File: config.mk
export PLATFORM = sky130hd
export DESIGN_NAME = reflector_unit
export DESIGN_NICKNAME = d
export VERILOG_FILES = /design/src/rtl/reflector_pkg.sv /design/src/rtl/reflector_fixed_rom.sv /design/src/rtl/reflector_unit.sv
export SDC_FILE = /design/constraint.sdc
export NUM_CORES = 1
export LEC_CHECK = 0
export ABC_CLOCK_PERIOD_IN_PS = 6100
export BUFFER_PORTS_ARGS = -buffer_cell sky130_fd_sc_hd__buf_2
export CAP_MARGIN = 20
export CORE_ASPECT_RATIO = 1.1
export CORE_MARGIN = 1
export CORE_UTILIZATION = 68
export DETAILED_ROUTE_END_ITERATION = 16
export GPL_TIMING_DRIVEN = 0
export PLACE_DENSITY = 0.91
export SLEW_MARGIN = 20
export SYNTH_ARGS = -nofsm -noshare
export SYNTH_HDL_FRONTEND = slang
export SYNTH_HIERARCHICAL = 1
export SYNTH_SLANG_ARGS = --single-unit
File: constraint.sdc
create_clock -name clk -period 6.1 [get_ports clk]
set_input_delay 1.22 -clock clk [delete_from_list [all_inputs] [get_ports clk]]
set_output_delay 1.22 -clock clk [all_outputs]
set_load 0.01 [all_outputs]
File: src/rtl/reflector_pkg.sv
// Shared reflector constants: alphabet size, selector and config-state
// encodings, and the fixed B/C reflector wirings.
package reflector_pkg;

  localparam int N_SYM_DEF = 26;
  localparam int SYM_W_DEF = 5;
  localparam int WIRE_LEN  = 26;

  typedef enum logic [1:0] {
    SEL_B   = 2'd0,
    SEL_C   = 2'd1,
    SEL_D   = 2'd2,
    SEL_RSV = 2'd3
  } refl_sel_e;

  typedef enum logic [1:0] {
    CFG_IDLE  = 2'd0,
    CFG_CHECK = 2'd1,
    CFG_WRITE = 2'd2
  } cfg_state_e;

  typedef logic [4:0] wire_t;

  // YRUHQSLDPXNGOKMIEBFZCWVJAT
  localparam wire_t B_WIRING [WIRE_LEN] = '{
    5'd24, 5'd17, 5'd20, 5'd7,  5'd16, 5'd18, 5'd11,
    5'd3,  5'd15, 5'd23, 5'd13, 5'd6,  5'd14, 5'd10,
    5'd12, 5'd8,  5'd4,  5'd1,  5'd5,  5'd25, 5'd2,
    5'd22, 5'd21, 5'd9,  5'd0,  5'd19
  };

  // FVPJIAOYEDRZXWGCTKUQSBNMHL
  localparam wire_t C_WIRING [WIRE_LEN] = '{
    5'd5,  5'd21, 5'd15, 5'd9,  5'd8,  5'd0,  5'd14,
    5'd24, 5'd4,  5'd3,  5'd17, 5'd25, 5'd23, 5'd22,
    5'd6,  5'd2,  5'd19, 5'd10, 5'd20, 5'd16, 5'd18,
    5'd1,  5'd13, 5'd12, 5'd7,  5'd11
  };

endpackage

File: src/rtl/reflector_fixed_rom.sv
// Combinational lookup of the hard-wired B and C reflectors.
// Codes beyond the wiring length and non-fixed selectors give zero.
module reflector_fixed_rom
  import reflector_pkg::*;
#(
  parameter int SYM_W = SYM_W_DEF
) (
  input  logic [1:0]       sel,
  input  logic [SYM_W-1:0] code,
  output logic [SYM_W-1:0] val
);

  logic [4:0] idx;

  assign idx = 5'(code);

  always_comb begin
    val = '0;
    if (int'(code) < WIRE_LEN) begin
      unique case (1'b1)
        (sel == SEL_B): val = SYM_W'(B_WIRING[idx]);
        (sel == SEL_C): val = SYM_W'(C_WIRING[idx]);
        default:        val = '0;
      endcase
    end
  end

endmodule

File: src/rtl/reflector_unit.sv
// Reflector lookup with fixed B/C wirings and a programmable D table
// loaded one pair at a time through a small check-then-write FSM.
module reflector_unit
  import reflector_pkg::*;
#(
  parameter int N_SYM = N_SYM_DEF,
  parameter int SYM_W = SYM_W_DEF
) (
  input  logic             clk,
  input  logic             rst_n,
  input  logic [1:0]       refl_sel,
  input  logic             cfg_valid,
  output logic             cfg_ready,
  input  logic [SYM_W-1:0] cfg_a,
  input  logic [SYM_W-1:0] cfg_b,
  input  logic             cfg_clear,
  output logic             cfg_err,
  output logic             d_complete,
  input  logic             in_valid,
  output logic             in_ready,
  input  logic [SYM_W-1:0] in_code,
  output logic             out_valid,
  input  logic             out_ready,
  output logic [SYM_W-1:0] out_val,
  output logic             out_err
);

  localparam int CNT_W = $clog2(N_SYM / 2 + 1);
  localparam logic [CNT_W-1:0] HALF = CNT_W'(N_SYM / 2);
  localparam logic [SYM_W:0]   LIM  = (SYM_W + 1)'(N_SYM);

  cfg_state_e state, state_nx;

  logic [SYM_W-1:0] a_q, b_q;
  logic [SYM_W-1:0] tab [N_SYM];
  logic [N_SYM-1:0] paired;
  logic [CNT_W-1:0] pair_cnt;

  logic cfg_fire, in_fire;
  logic reject, do_write;
  logic a_ok, b_ok, code_ok;

  logic [SYM_W-1:0] rom_val;
  logic [SYM_W-1:0] res_val;
  logic             res_err;

  assign cfg_fire   = cfg_valid && cfg_ready;
  assign in_ready   = (!out_valid || out_ready)
                   && (state == CFG_IDLE);
  assign in_fire    = in_valid && in_ready;
  assign d_complete = (pair_cnt == HALF);

  assign a_ok    = {1'b0, a_q} < LIM;
  assign b_ok    = {1'b0, b_q} < LIM;
  assign code_ok = {1'b0, in_code} < LIM;

  always_comb begin
    reject = 1'b1;
    if (a_ok && b_ok && (a_q != b_q))
      reject = paired[a_q] || paired[b_q];
  end

  always_ff @(posedge clk or negedge rst_n) begin
    if (!rst_n) state <= CFG_IDLE;
    else        state <= state_nx;
  end

  always_comb begin
    state_nx = state;
    if (cfg_clear) begin
      state_nx = CFG_IDLE;
    end else begin
      unique case (state)
        CFG_IDLE:  if (cfg_fire) state_nx = CFG_CHECK;
        CFG_CHECK: state_nx = reject ? CFG_IDLE : CFG_WRITE;
        CFG_WRITE: state_nx = CFG_IDLE;
        default:   state_nx = CFG_IDLE;
      endcase
    end
  end

  always_comb begin
    cfg_ready = (state == CFG_IDLE);
    cfg_err   = (state == CFG_CHECK) && reject && !cfg_clear;
    do_write  = (state == CFG_WRITE) && !cfg_clear;
  end

  // Table data and the pending pair need no reset: paired flags gate them.
  always_ff @(posedge clk) begin
    if (cfg_fire) begin
      a_q <= cfg_a;
      b_q <= cfg_b;
    end
    if (do_write) begin
      tab[a_q] <= b_q;
      tab[b_q] <= a_q;
    end
  end

  always_ff @(posedge clk or negedge rst_n) begin
    if (!rst_n) begin
      paired   <= '0;
      pair_cnt <= '0;
    end else if (cfg_clear) begin
      paired   <= '0;
      pair_cnt <= '0;
    end else if (do_write) begin
      paired[a_q] <= 1'b1;
      paired[b_q] <= 1'b1;
      pair_cnt    <= pair_cnt + 1'b1;
    end
  end

  reflector_fixed_rom #(
    .SYM_W (SYM_W)
  ) u_rom (
    .sel  (refl_sel),
    .code (in_code),
    .val  (rom_val)
  );

  always_comb begin
    res_val = '0;
    res_err = 1'b0;
    if (!code_ok || (refl_sel == SEL_RSV)) begin
      res_err = 1'b1;
    end else if (refl_sel == SEL_D) begin
      if (d_complete) begin
        res_val = tab[in_code];
      end else begin
        res_val = in_code;
        res_err = 1'b1;
      end
    end else begin
      res_val = rom_val;
    end
  end

  always_ff @(posedge clk or negedge rst_n) begin
    if (!rst_n) begin
      out_valid <= 1'b0;
      out_val   <= '0;
      out_err   <= 1'b0;
    end else if (in_fire) begin
      out_valid <= 1'b1;
      out_val   <= res_val;
      out_err   <= res_err;
    end else if (out_ready) begin
      out_valid <= 1'b0;
    end
  end

endmodule

== Yosys cells after proc, flatten, opt, wreduce, memory -nomap -nowiden ==
Memories as Yosys holds them, arrays and structs flattened.
Index checks and enable logic that the tools add are counted.

* $add $sub $neg: 1
* $mul: 0
* Divide/modulo/power cells: 0
* Magnitude comparators: 9
* Equality and inequality tests: 8
* Shifts and indexed selects: 0
* Mux-type cells: 33
* Bitwise logic cells: 3
* Reduce and logical (&&, ||, !) cells: 20

{| class="wikitable"
|+ Operators with widths
! cell !! number
|-
| 26-bit two-way mux || 2
|-
| 26-bit OR || 2
|-
| 5-bit two-way mux || 8
|-
| 5-bit less-than comparator, second input constant || 4
|-
| 5-bit by 6-bit less-than comparator with 1-bit output, second input constant || 2
|-
| 1-bit two-way mux || 12
|-
| 1-bit binary-select mux with 5-bit select || 2
|-
| 1-bit demux with 5-bit select || 2
|-
| 5-bit by 1-bit >= comparator with 1-bit output, second input constant || 2
|-
| 1-bit logical AND || 10
|-
| 5-bit one-hot mux with 2 select lines || 1
|-
| 4-bit two-way mux || 2
|-
| 2-bit equality test, second input constant || 3
|-
| 6-bit >= comparator, second input constant || 1
|-
| 2-bit two-way mux || 3
|-
| 5-bit NOT with 6-bit output || 1
|-
| 5-bit inequality test || 1
|-
| 4-bit by 1-bit adder with 4-bit output, second input constant || 1
|-
| 2-bit by 1-bit equality test with 1-bit output, second input constant || 2
|-
| 4-bit equality test, second input constant || 1
|-
| 2-bit zero test || 2
|-
| 2-bit one-hot mux with 2 select lines || 1
|-
| 2-bit nonzero test || 2
|-
| 1-bit zero test || 3
|-
| other kinds (2) || 4
|}

* Bits in registers: 49
* Latch bits: 0
* RAM bits: 130
* ROM bits: 320
* Input port bits: 23
* Logic and storage cells: 85
* Memories: 3

{| class="wikitable"
|+ Memory list
! name !! words !! width !! read ports !! clocked after memory_dff !! write ports !! line !! text
|-
| (name not given) || 32 || 5 || 1 || 0 || 0 || reflector_fixed_rom.sv:21 || <nowiki>(sel == SEL_B): val = SYM_W'(B_WIRING[idx]);</nowiki>
|-
| (name not given) || 32 || 5 || 1 || 0 || 0 || reflector_fixed_rom.sv:22 || <nowiki>(sel == SEL_C): val = SYM_W'(C_WIRING[idx]);</nowiki>
|-
| tab || 26 || 5 || 1 || 0 || 2 || reflector_unit.sv:35 || <nowiki>logic [SYM_W-1:0] tab [N_SYM];</nowiki>
|}

== Logic depth before layout (Yosys ltp) ==
Gate-level depths: netlist of run 1.

* Depth after elaboration: 8
* Depth in mapped cells: 10
* Depth with buffers taken out: 9

== Modules after synthesis ==
Netlist of run 1, hierarchy kept.

{| class="wikitable"
|+ By module, submodules not included
! module !! times used !! cells each !! area an instance (sq um) !! seq. area each (sq um)
|-
| reflector_unit || 1 || 728 || 9146.3 || 5180.0
|-
| reflector_fixed_rom || 1 || 105 || 755.7 || 0.0
|}

== Worst setup path before layout of run 1 ==
OpenSTA, ideal clock, no wires.

* Path type: input to output
* Start point: input port cfg_clear
* End point: output port cfg_err
* Arrival time: 2.176 ns
* Path slack: 2.704 ns
* Stages on the path: 5
* Cell sequence: inv_1 clkbuf_1 clkbuf_1 nand3_1 a31oi_1

* Word-level cells in the longest chain between the ends: 2

{| class="wikitable"
|+ RTL lines
! element !! line !! text
|-
| start, declared || reflector_unit.sv:16 || <nowiki>input logic cfg_clear,</nowiki>
|-
| 1-bit zero test || reflector_unit.sv:84 || <nowiki>cfg_err = (state == CFG_CHECK) && reject && !cfg_clear;</nowiki>
|-
| 1-bit logical AND || reflector_unit.sv:84 ||
|-
| end, declared || reflector_unit.sv:17 || <nowiki>output logic cfg_err,</nowiki>
|}

No other way between the ends.

== Worst setup path after layout of run 1 ==
* Start point: register a_q[1]
* End point: output port cfg_err

* Word-level cells in the longest chain between the ends: 6
* Elaborated cells on any way between the ends: 10

{| class="wikitable"
|+ RTL lines
! element !! line !! text
|-
| start, declared || reflector_unit.sv:34 || <nowiki>logic [SYM_W-1:0] a_q, b_q;</nowiki>
|-
| start signal, assigned || reflector_unit.sv:91 || <nowiki>a_q <= cfg_a;</nowiki>
|-
| 1-bit binary-select mux with 5-bit select or 5-bit less-than comparator (tied branches) || reflector_unit.sv:60, reflector_unit.sv:53 ||
|-
| 1-bit two-way mux (implied by the code) or 1-bit logical AND (tied branches) || reflector_unit.sv:60, reflector_unit.sv:59 ||
|-
| 1-bit logical OR or 1-bit logical AND (tied branches) || reflector_unit.sv:60, reflector_unit.sv:59 ||
|-
| 1-bit two-way mux (*) || reflector_unit.sv:59 || <nowiki>if (a_ok && b_ok && (a_q != b_q))</nowiki>
|-
| 1-bit logical AND (*) (2 in a row) || reflector_unit.sv:84 ||
|}

Every way passes the cells marked *; elsewhere a longest branch is shown, timed or not. The select of a mux whose other input is x is not followed.

==> results.cfg, run 1 <==
[run_status]
outcome = completed

[final_layout]
seq_area_um2 = 5180
syn2layout_area_growth_pct = 9.98
diodes = 0
drive_above_1_share_pct = 15.7
num-fill-cells = 865
final_nets = 920
multi_input_area_um2 = 4310
stdcell_area_um2 = 10900

[grt]
overflow = 0
grt_max_degree = 40
antenna_found_initial = 0
track_usage_pct = 43.6
grt_pass1_wl_um = 46200
grt_pass1_vias = 8037

[detailed_routing]
vias_per_cell = 7.49
num_vias = 8122
first_iter_violations = 1671
drc = 0
ant_nets = 0
dr.pass1.iters = 7
wire_per_inst_um = 28.5
routed_wl_um = 30900

[power_and_ir_drop]
ir_worst_vdd_v = 0.000191
p_leak_nw = 4.26
powerDensity_nw_per_um2 = 257

[critical_path]
endpoint_kind = primary output
arrival_ns = 2.94
r2r_end = tab[13][2]
crit_type = flop to primary output
critPathMaxFanout = 10
critPathLaunch = a_q[1]
endpoint = cfg_err
worst_setup_path_start_kind = flop
cp.required_ns = 4.88
r2r_cells = 5
r2r_start = a_q[1]
r2r_slack_ns = 2.99

[die]
die_area_um2 = 15000
io_pins = 34
coreArea_um2 = 14000
die_h_um = 129
fp-row-count = 45
start_util_pct = 70.6
die_x_um = 117

[timing]
timing.final.max_slew_violations = 0
fin_crit_sh_pct = 68.2
finalSetupViolCount = 0
skew_ns = 0.00852
period_needed_ns = 4.16
timing_worst_slew_pin_value_ns = 1.04
grt_setup_unrepaired = false
setup_ws_ns = 1.94
slew_headroom_pct = 30.8
finalSetupTns_ns = 0
whs_ns = 0.509
clock.fmax_mhz = 240
hold_viol = 0

[clock_network]
cts_htree_levels = 4
numCtsBuffers = 17
cts_tree = done
clk_latency_ns = 0.43
cts_resized = 0
cts.reportedPaths.clkPinSlew_ns = 0.06
cts_root_buf = clkbuf_16
cts_setup_buffers = 0
hold_buffers = 0
clkSinkCount = 179
clockBufferDepth = 2

[yosys]
synth_edf_count = 140
synth_commonest_cells = edfxtp_1 (140), a21o_1 (67), nor2_1 (56)
synth_seq_cells = 179
synth_most_common_cell = edfxtp_1
synth_top_family_by_area = compound AO/OA/AOI/OAI gates
syn_inst = 833
avgSynthCellArea_um2 = 11.9
synth_xor_area_share_pct = 0.619
synth-compound-area-share_pct = 18.7
synth_fa_ha_area_share_pct = 1.64
postSynth.asyncResetShare_pct = 21.8
synth_top_area_share_pct = 42.5
synth_nets = 869
ys.flop_type = edfxtp_1
synth_cell_type_count = 75
yosys_warnings = 6
synth_top_area_cell = edfxtp_1
synth-simple-area-share_pct = 11.1
synth.area.mux_share_pct = 11.5
synth-seq-area-share_pct = 52.3
synthTopCellsByArea = edfxtp_1 (42%), dfrtp_1 (9.9%), mux4_2 (7.5%), a21o_1 (5.1%), mux2i_1 (3.4%)
syn_area_um2 = 9900

[min_path]
min_path_type = flop to flop

[place]
dp.final_hpwl_um = 21700
numPortBuffers = 32
gp_congestion = 1.03
pre_cts_ws_ns = 1.97
placedInstanceArea_um2 = 10300

[job]
max_cap_viol_count = 0
==> cells by family after synthesis <==
family                     count (synthesis)
adders and majority gates                 13
xor gates and xnor gates                   7
muxes                                     72
and+or+nand+nor                          208
AOI/OAI and AO/OA                        261
DFF                                      179
buffers and inverters                     93
==> state kept, by name (all words and copies together) (netlist names) <==
name       flops
out_err        1
state          2
a_q            5
b_q            5
tab          130
pair_cnt       4
out_valid      1
out_val        5
paired        26
==> how the worst min path moves through the flow <==
stage	to	depth (start not counted)	startpoint
after detailed placement	paired[0]	1	paired[0]
after floorplan	paired[21]	1	paired[21]
after CTS	paired[0]	1	paired[0]
final	paired[0]	1	paired[0]
after global placement	out_val[3]	2	out_val[3]
after global routing	paired[0]	1	paired[0]
==> area by class of cell <==
type                    instances  share of cell area [%]
flip-flops and latches        179                    47.6
inverters                      13                   0.448
well taps                     188                    2.16
clock buffers                  20                    4.01
plain buffers                  80                    3.32
multi-input cells             561                    39.6
clock inverters                12                    1.44
repair buffers                 32                    1.47
==> routing by layer <==
| metal | wire [µm] | track usage [%] |
|---|---|---|
| met3 | 4270 | 14.4 |
| met5 | 0 | 0 |
| met1 | 10200 | 52.0 |
| met2 | 14200 | 68.6 |
| met4 | 2180 | 27.3 |
==> per-stage QoR <==
step	util, %	total power [mW]	std cells
3_5_place_dp	73.4	1.68	1053
2_1_floorplan	-	1.57	833
4_1_cts	77.7	2.77	1085
5_1_grt	77.7	2.84	1085
6_report	77.7	2.80	1085
3_3_place_gp	73.4	1.67	1053
==> report_power, final <==
part	internal, mW	leakage (nW)	switching [mW]
registers	1.33	1.80	0.0121
logic	0.118	2.18	0.212
clock network	0.646	0.277	0.473
==> cell usage in the layout, fill, tap and decap left out, drive strengths merged, types with 5 or more instances in the layout <==
master | netlist | layout
a211o | 13 | 13
a211oi | 5 | 5
a21o | 67 | 67
a21oi | 25 | 25
a31o | 6 | 6
a31oi | 12 | 12
and3 | 5 | 5
buf | 31 | 63
clkbuf | 49 | 69
dfrtp | 39 | 39
edfxtp | 140 | 140
ha | 13 | 13
inv | 13 | 15
mux2 | 5 | 5
mux2i | 34 | 34
mux4 | 33 | 33
nand2 | 43 | 43
nand2b | 13 | 13
nand3 | 15 | 15
nand3b | 7 | 7
nor2 | 56 | 56
nor2b | 6 | 6
nor3 | 16 | 16
nor3b | 8 | 8
o211ai | 5 | 5
o21a | 45 | 45
o21ai | 44 | 44
o22ai | 7 | 7
or3 | 8 | 8
or3b | 6 | 6
xnor2 | 5 | 5
==> worst max-delay path: stages (launching register included) <==
cell       delay (ns)
edfxtp_1         0.38
clkbuf_1         0.45
mux4_2           0.44
a32oi_1          0.29
nand4_1          0.18
a2111oi_2        0.46
a31oi_1          0.15
buf_2            0.16
No activity file was read; power rests on OpenSTA's default activity.
==> run 2: changes to the inputs <==
--- a/config.mk
+++ b/config.mk
@@ -5,15 +5,16 @@
 export SDC_FILE = /design/constraint.sdc
 export NUM_CORES = 1
 export LEC_CHECK = 0
-export ABC_CLOCK_PERIOD_IN_PS = 6100
+export ABC_AREA = 1
+export ABC_CLOCK_PERIOD_IN_PS = 4100
 export BUFFER_PORTS_ARGS = -buffer_cell sky130_fd_sc_hd__buf_2
 export CAP_MARGIN = 20
 export CORE_ASPECT_RATIO = 1.1
 export CORE_MARGIN = 1
-export CORE_UTILIZATION = 68
+export CORE_UTILIZATION = 63
 export DETAILED_ROUTE_END_ITERATION = 16
 export GPL_TIMING_DRIVEN = 0
-export PLACE_DENSITY = 0.91
+export PLACE_DENSITY = 0.86
 export SLEW_MARGIN = 20
 export SYNTH_ARGS = -nofsm -noshare
 export SYNTH_HDL_FRONTEND = slang
==> constraint.sdc (replaced) <==
create_clock -name clk -period 4.1 [get_ports clk]
set_input_delay 0.82 -clock clk [delete_from_list [all_inputs] [get_ports clk]]
set_output_delay 0.82 -clock clk [all_outputs]
set_load 0.01 [all_outputs]
==> results.cfg, run 2 <==
[run_status]
outcome = completed

[yosys]
synthTopCellsByArea = edfxtp_1 (41%), nand2_1 (15%), dfrtp_1 (9.6%), o21ai_0 (5.5%), nand3_1 (4.7%)
syn_inst = 1225
synth_edf_count = 140
synth_top_area_cell = edfxtp_1
synth_cell_type_count = 39
synth-seq-area-share_pct = 50.8
synth_commonest_cells = nand2_1 (406), edfxtp_1 (140), o21ai_0 (113)
avgSynthCellArea_um2 = 8.32
yosys_warnings = 6
synth_most_common_cell = nand2_1
ys.flop_type = edfxtp_1
synth_seq_cells = 179
synth_top_area_share_pct = 41.2
synth_nets = 1261
syn_area_um2 = 10200
postSynth.asyncResetShare_pct = 21.8

[final_layout]
syn2layout_area_growth_pct = 10.0
stdcell_count = 1490
diodes = 0
final_nets = 1313
drive_above_1_share_pct = 15.6
top_regs = tab: 130 flops, paired: 26 flops
mostFrequentLayoutCells = nand2_1 (406), edfxtp_1 (140), o21ai_0 (112)
largest_register_ffs = 130
stdcell_area_um2 = 11200
layout_commonest_cell = nand2_1
num-fill-cells = 1176
top_register = tab

[die]
fp-row-count = 48
start_util_pct = 64.8
die_area_um2 = 16700
die_h_um = 135
die_x_um = 123
coreArea_um2 = 15700
io_pins = 34

[detailed_routing]
routed_wl_um = 32100
first_iter_violations = 1371
ant_nets = 0
vias_per_cell = 6.35
drc = 0
wire_per_inst_um = 21.6
dr.pass1.iters = 6
num_vias = 9455

[grt]
grt_pass1_vias = 8916
grt_max_degree = 40
grt_pass1_wl_um = 48300
overflow = 0
antenna_found_initial = 0
track_usage_pct = 40.3

[clock_network]
cts_resized = 0
numCtsBuffers = 17
cts_root_buf = clkbuf_16
cts.reportedPaths.clkPinSlew_ns = 0.07
clockBufferDepth = 2
hold_buffers = 0
cts_setup_buffers = 0
clk_latency_ns = 0.45
clkSinkCount = 179
cts_htree_levels = 4
cts_tree = done

[timing]
finalSetupTns_ns = 0
timing_worst_slew_pin_value_ns = 0.925
grt_setup_unrepaired = false
period_needed_ns = 3.23
skew_ns = 0.0116
timing.final.max_slew_violations = 0
hold_viol = 0
clock.fmax_mhz = 310
fin_crit_sh_pct = 78.7
slew_headroom_pct = 38.3
finalSetupViolCount = 0

[place]
post-place-cells = 1458
placedInstanceArea_um2 = 10600
dp.final_hpwl_um = 22700
numPortBuffers = 33
gp_congestion = 0.995

[power_and_ir_drop]
powerDensity_nw_per_um2 = 376
p_leak_nw = 4.82
ir_worst_vdd_v = 0.000252

[critical_path]
critPathMaxFanout = 10
r2r_end = tab[18][0]
crit_type = flop to primary output
endpoint_kind = primary output
cp.required_ns = 3.28
arrival_ns = 2.41
r2r_start = a_q[0]
r2r_cells = 4
worst_setup_path_start_kind = flop
r2r_slack_ns = 1.74

[min_path]
min_to = pair_cnt[3]
min_path_type = flop to flop
hold_path.startpoint = pair_cnt[3]
hold_depth = 1

[job]
max_cap_viol_count = 0
## run 2: changes by cell type after synthesis, moves of 30 or more
cell     before  now
mux2i_1      34    0
nand2_1      43  406
o21ai_0      10  113
inv_1        10   87
a21o_1       67   13
o21a_1       45    1
nand3_1      15   96
mux4_2       33    0
inv_2         3   33
## run 2: report_power, final
| group | internal, mW | switching [mW] | total (mW) |
|---|---|---|---|
| Combinational | 0.136 | 0.369 | 0.505 |
| Clock | 0.969 | 0.736 | 1.71 |
| Sequential | 1.99 | 0.0183 | 2.01 |
## run 2: layout make-up
cell class,instances,area [µm²],area share [%]
buffer,60,345,3.08
clock buffer,19,433,3.86
clock inverter,13,174,1.55
inverter,124,470,4.19
multi-input combinational,862,4200,37.4
sequential,179,5180,46.2
tap,200,250,2.23
timing repair buffer,33,165,1.47
## run 2: critical path, cell delays in order, from the launching register on
cell and delay, ns:
edfxtp_1 0.38, buf_6 0.17, nand2_1 0.41, o21ai_0 0.17, o21ai_0 0.32, nand2_1 0.09
nor2_1 0.09, nand2_1 0.07, nor2_1 0.10, nor2_1 0.04, buf_2 0.13
## run 2: metal layers
layer	up-vias	global-route usage [%]	wire length (µm)
met5	-	0	0
met1	4213	47.0	10600
met3	215	10.1	4230
met4	0	29.3	2670
met2	879	64.4	14700
li1	4148	-	-
## run 2: stage by stage
stage	power [mW]	setup slack (ns)	hold WS, ns	util [%]
floorplan	2.34	1.90	0.435	-
global placement	2.51	1.40	0.457	67.4
detailed placement	2.52	1.35	0.463	67.4
CTS	4.16	0.995	0.474	71.3
global route	4.29	0.756	0.506	71.3
finish	4.22	0.874	0.481	71.3
## run 2: cell families after synthesis
kind of cell             share of synthesized area, %
AO/OA/AOI/OAI                                    12.6
AND/OR/NAND/NOR                                  26.9
buffers and inverters                            8.00
flip-flops                                       50.8
XOR/XNOR                                        0.172
adder cells (fa/ha/maj)                          1.60
## run 2: how the worst max path moves through the flow
stage              start    endpoint  slack, ns  cells past startpoint
2_1_floorplan     b_q[1]     cfg_err       1.90                     10
3_3_place_gp   cfg_clear  tab[18][0]       1.40                      4
3_5_place_dp   cfg_clear  tab[18][0]       1.35                      4
4_1_cts           b_q[0]     cfg_err       0.99                     10
5_1_grt           b_q[0]     cfg_err       0.76                     10
6_report          b_q[0]     cfg_err       0.87                     10
==> run 3: changes to the inputs <==
--- a/config.mk
+++ b/config.mk
@@ -5,8 +5,8 @@
 export SDC_FILE = /design/constraint.sdc
 export NUM_CORES = 1
 export LEC_CHECK = 0
-export ABC_AREA = 1
-export ABC_CLOCK_PERIOD_IN_PS = 4100
+export ABC_AREA = 0
+export ABC_CLOCK_PERIOD_IN_PS = 3300
 export BUFFER_PORTS_ARGS = -buffer_cell sky130_fd_sc_hd__buf_2
 export CAP_MARGIN = 20
 export CORE_ASPECT_RATIO = 1.1
==> constraint.sdc (replaced) <==
create_clock -name clk -period 3.3 [get_ports clk]
set_input_delay 0.66 -clock clk [delete_from_list [all_inputs] [get_ports clk]]
set_output_delay 0.66 -clock clk [all_outputs]
set_load 0.01 [all_outputs]
==> results.cfg, run 3 (same netlist as run 1, synthesis figures left out) <==
[detailed_routing]
routed_wl_um = 29400
first_iter_violations = 1360
wire_per_inst_um = 26.9
dr.pass1.iters = 8
drc = 0
num_vias = 7860
ant_nets = 0
vias_per_cell = 7.20

[final_layout]
layout_commonest_cell = edfxtp_1
stdcell_count = 1091
stdcell_area_um2 = 10900
syn2layout_area_growth_pct = 10.0
diodes = 0
top_regs = tab: 130 flops, paired: 26 flops
largest_register_ffs = 130
drive_above_1_share_pct = 16.3
post-route-util_pct = 71.5
final_nets = 918
mostFrequentLayoutCells = edfxtp_1 (140), a21o_1 (67), nor2_1 (56)
top_register = tab

[die]
io_pins = 34
coreArea_um2 = 15200
die_h_um = 133
die_x_um = 122
fp-row-count = 47
start_util_pct = 65.0
die_area_um2 = 16200

[place]
post-place-cells = 1061
placedInstanceArea_um2 = 10300
gp_congestion = 0.995
dp.final_hpwl_um = 20500
numPortBuffers = 32
pre_cts_ws_ns = 0.209

[critical_path]
cp_cell_sequence = mux4_2, nand2b_1, nand4_1, a2111oi_2, a31oi_1, buf_2
cp.buffers_inverters = 1
r2r_slack_ns = 0.23
arrival_ns = 2.54
cp_top_family = flip-flops
slowest_stage = edfxtp_1
endpoint_kind = primary output
critPathMaxFanout = 11
cpPeakStageDelay_ns = 0.68
crit_type = flop to primary output
cp.required_ns = 2.64
worst_setup_path_start_kind = flop

[timing]
hold_viol = 0
grt_setup_unrepaired = false
setup_ws_ns = 0.0961
timing_worst_slew_pin_value_ns = 1.07
period_needed_ns = 3.20
timing.final.max_slew_violations = 0
finalSetupTns_ns = 0
skew_ns = 0.00947
finalSetupViolCount = 0
clock.fmax_mhz = 312
slew_headroom_pct = 28.6
whs_ns = 0.369
fin_crit_sh_pct = 97.1

[clock_network]
numCtsBuffers = 17
cts.reportedPaths.clkPinSlew_ns = 0.07
cts_tree = done
cts_htree_levels = 4
cts_root_buf = clkbuf_16
cts_setup_buffers = 0
clockBufferDepth = 2
hold_buffers = 0
clkSinkCount = 179
clk_latency_ns = 0.43

[grt]
overflow = 0
grt_pass1_wl_um = 44000
antenna_found_initial = 0
grt_max_degree = 40
track_usage_pct = 38.0
grt_pass1_vias = 7538

[min_path]
min_path_type = primary input to async pin

[job]
max_cap_viol_count = 0

[run_status]
outcome = completed

[power_and_ir_drop]
p_leak_nw = 4.28
ir_worst_vdd_v = 0.000404
power_mw = 5.10
powerDensity_nw_per_um2 = 468
==> run 3: cell type report <==
cell class,count,area [µm²]
timing repair buffer,32,160
buffer,78,363
fill,1078,4330
clock buffer,22,474
multi-input combinational,561,4320
inverter,13,48.8
sequential,179,5180
tap,196,245
clock inverter,10,106
==> run 3: routing by layer <==
| layer | global-route usage (%) | vias up | part of all wire (%) |
|---|---|---|---|
| met5 | 0 | - | 0 |
| met4 | 24.3 | 0 | 7.4 |
| met3 | 10.5 | 175 | 13 |
| met2 | 57.3 | 719 | 46 |
| met1 | 48.4 | 3682 | 34 |
| li1 | - | 3284 | - |
==> run 3: path summary, 6_finish.rpt <==
path | startpoint | endpoint | depth (start not counted)
setup / recovery | a_q[1] | cfg_err | 6
hold / removal | rst_n | out_val[3] | 1
hold reg to reg | paired[15] | paired[15] | 1
max in group asynchronous | rst_n | paired[10] | 1
min in group clk | cfg_a[3] | a_q[3] | 1
setup reg to reg | a_q[1] | tab[13][4] | 4
==> run 3: worst register-to-register path: cells and delay by family, from the launching register on <==
family,cells,cell delay (ns)
AOI/OAI and AO/OA,1,0.81
buffers and inverters,2,0.74
DFF,1,0.62
and+or+nand+nor,1,0.53
==> run 3: what timing repair did <==
item	CTS	global route
hold endpoints to repair	0	0
cloned	0	0
endpoints found under the setup margin	1	1
gates resized for setup	0	13
==> run 3: report_power, final <==
| group | switching (mW) | total, mW | leakage, nW | internal [mW] |
|---|---|---|---|---|
| registers | 0.0242 | 2.49 | 1.80 | 2.47 |
| logic | 0.377 | 0.597 | 2.20 | 0.220 |
| clock network | 0.844 | 2.01 | 0.283 | 1.17 |
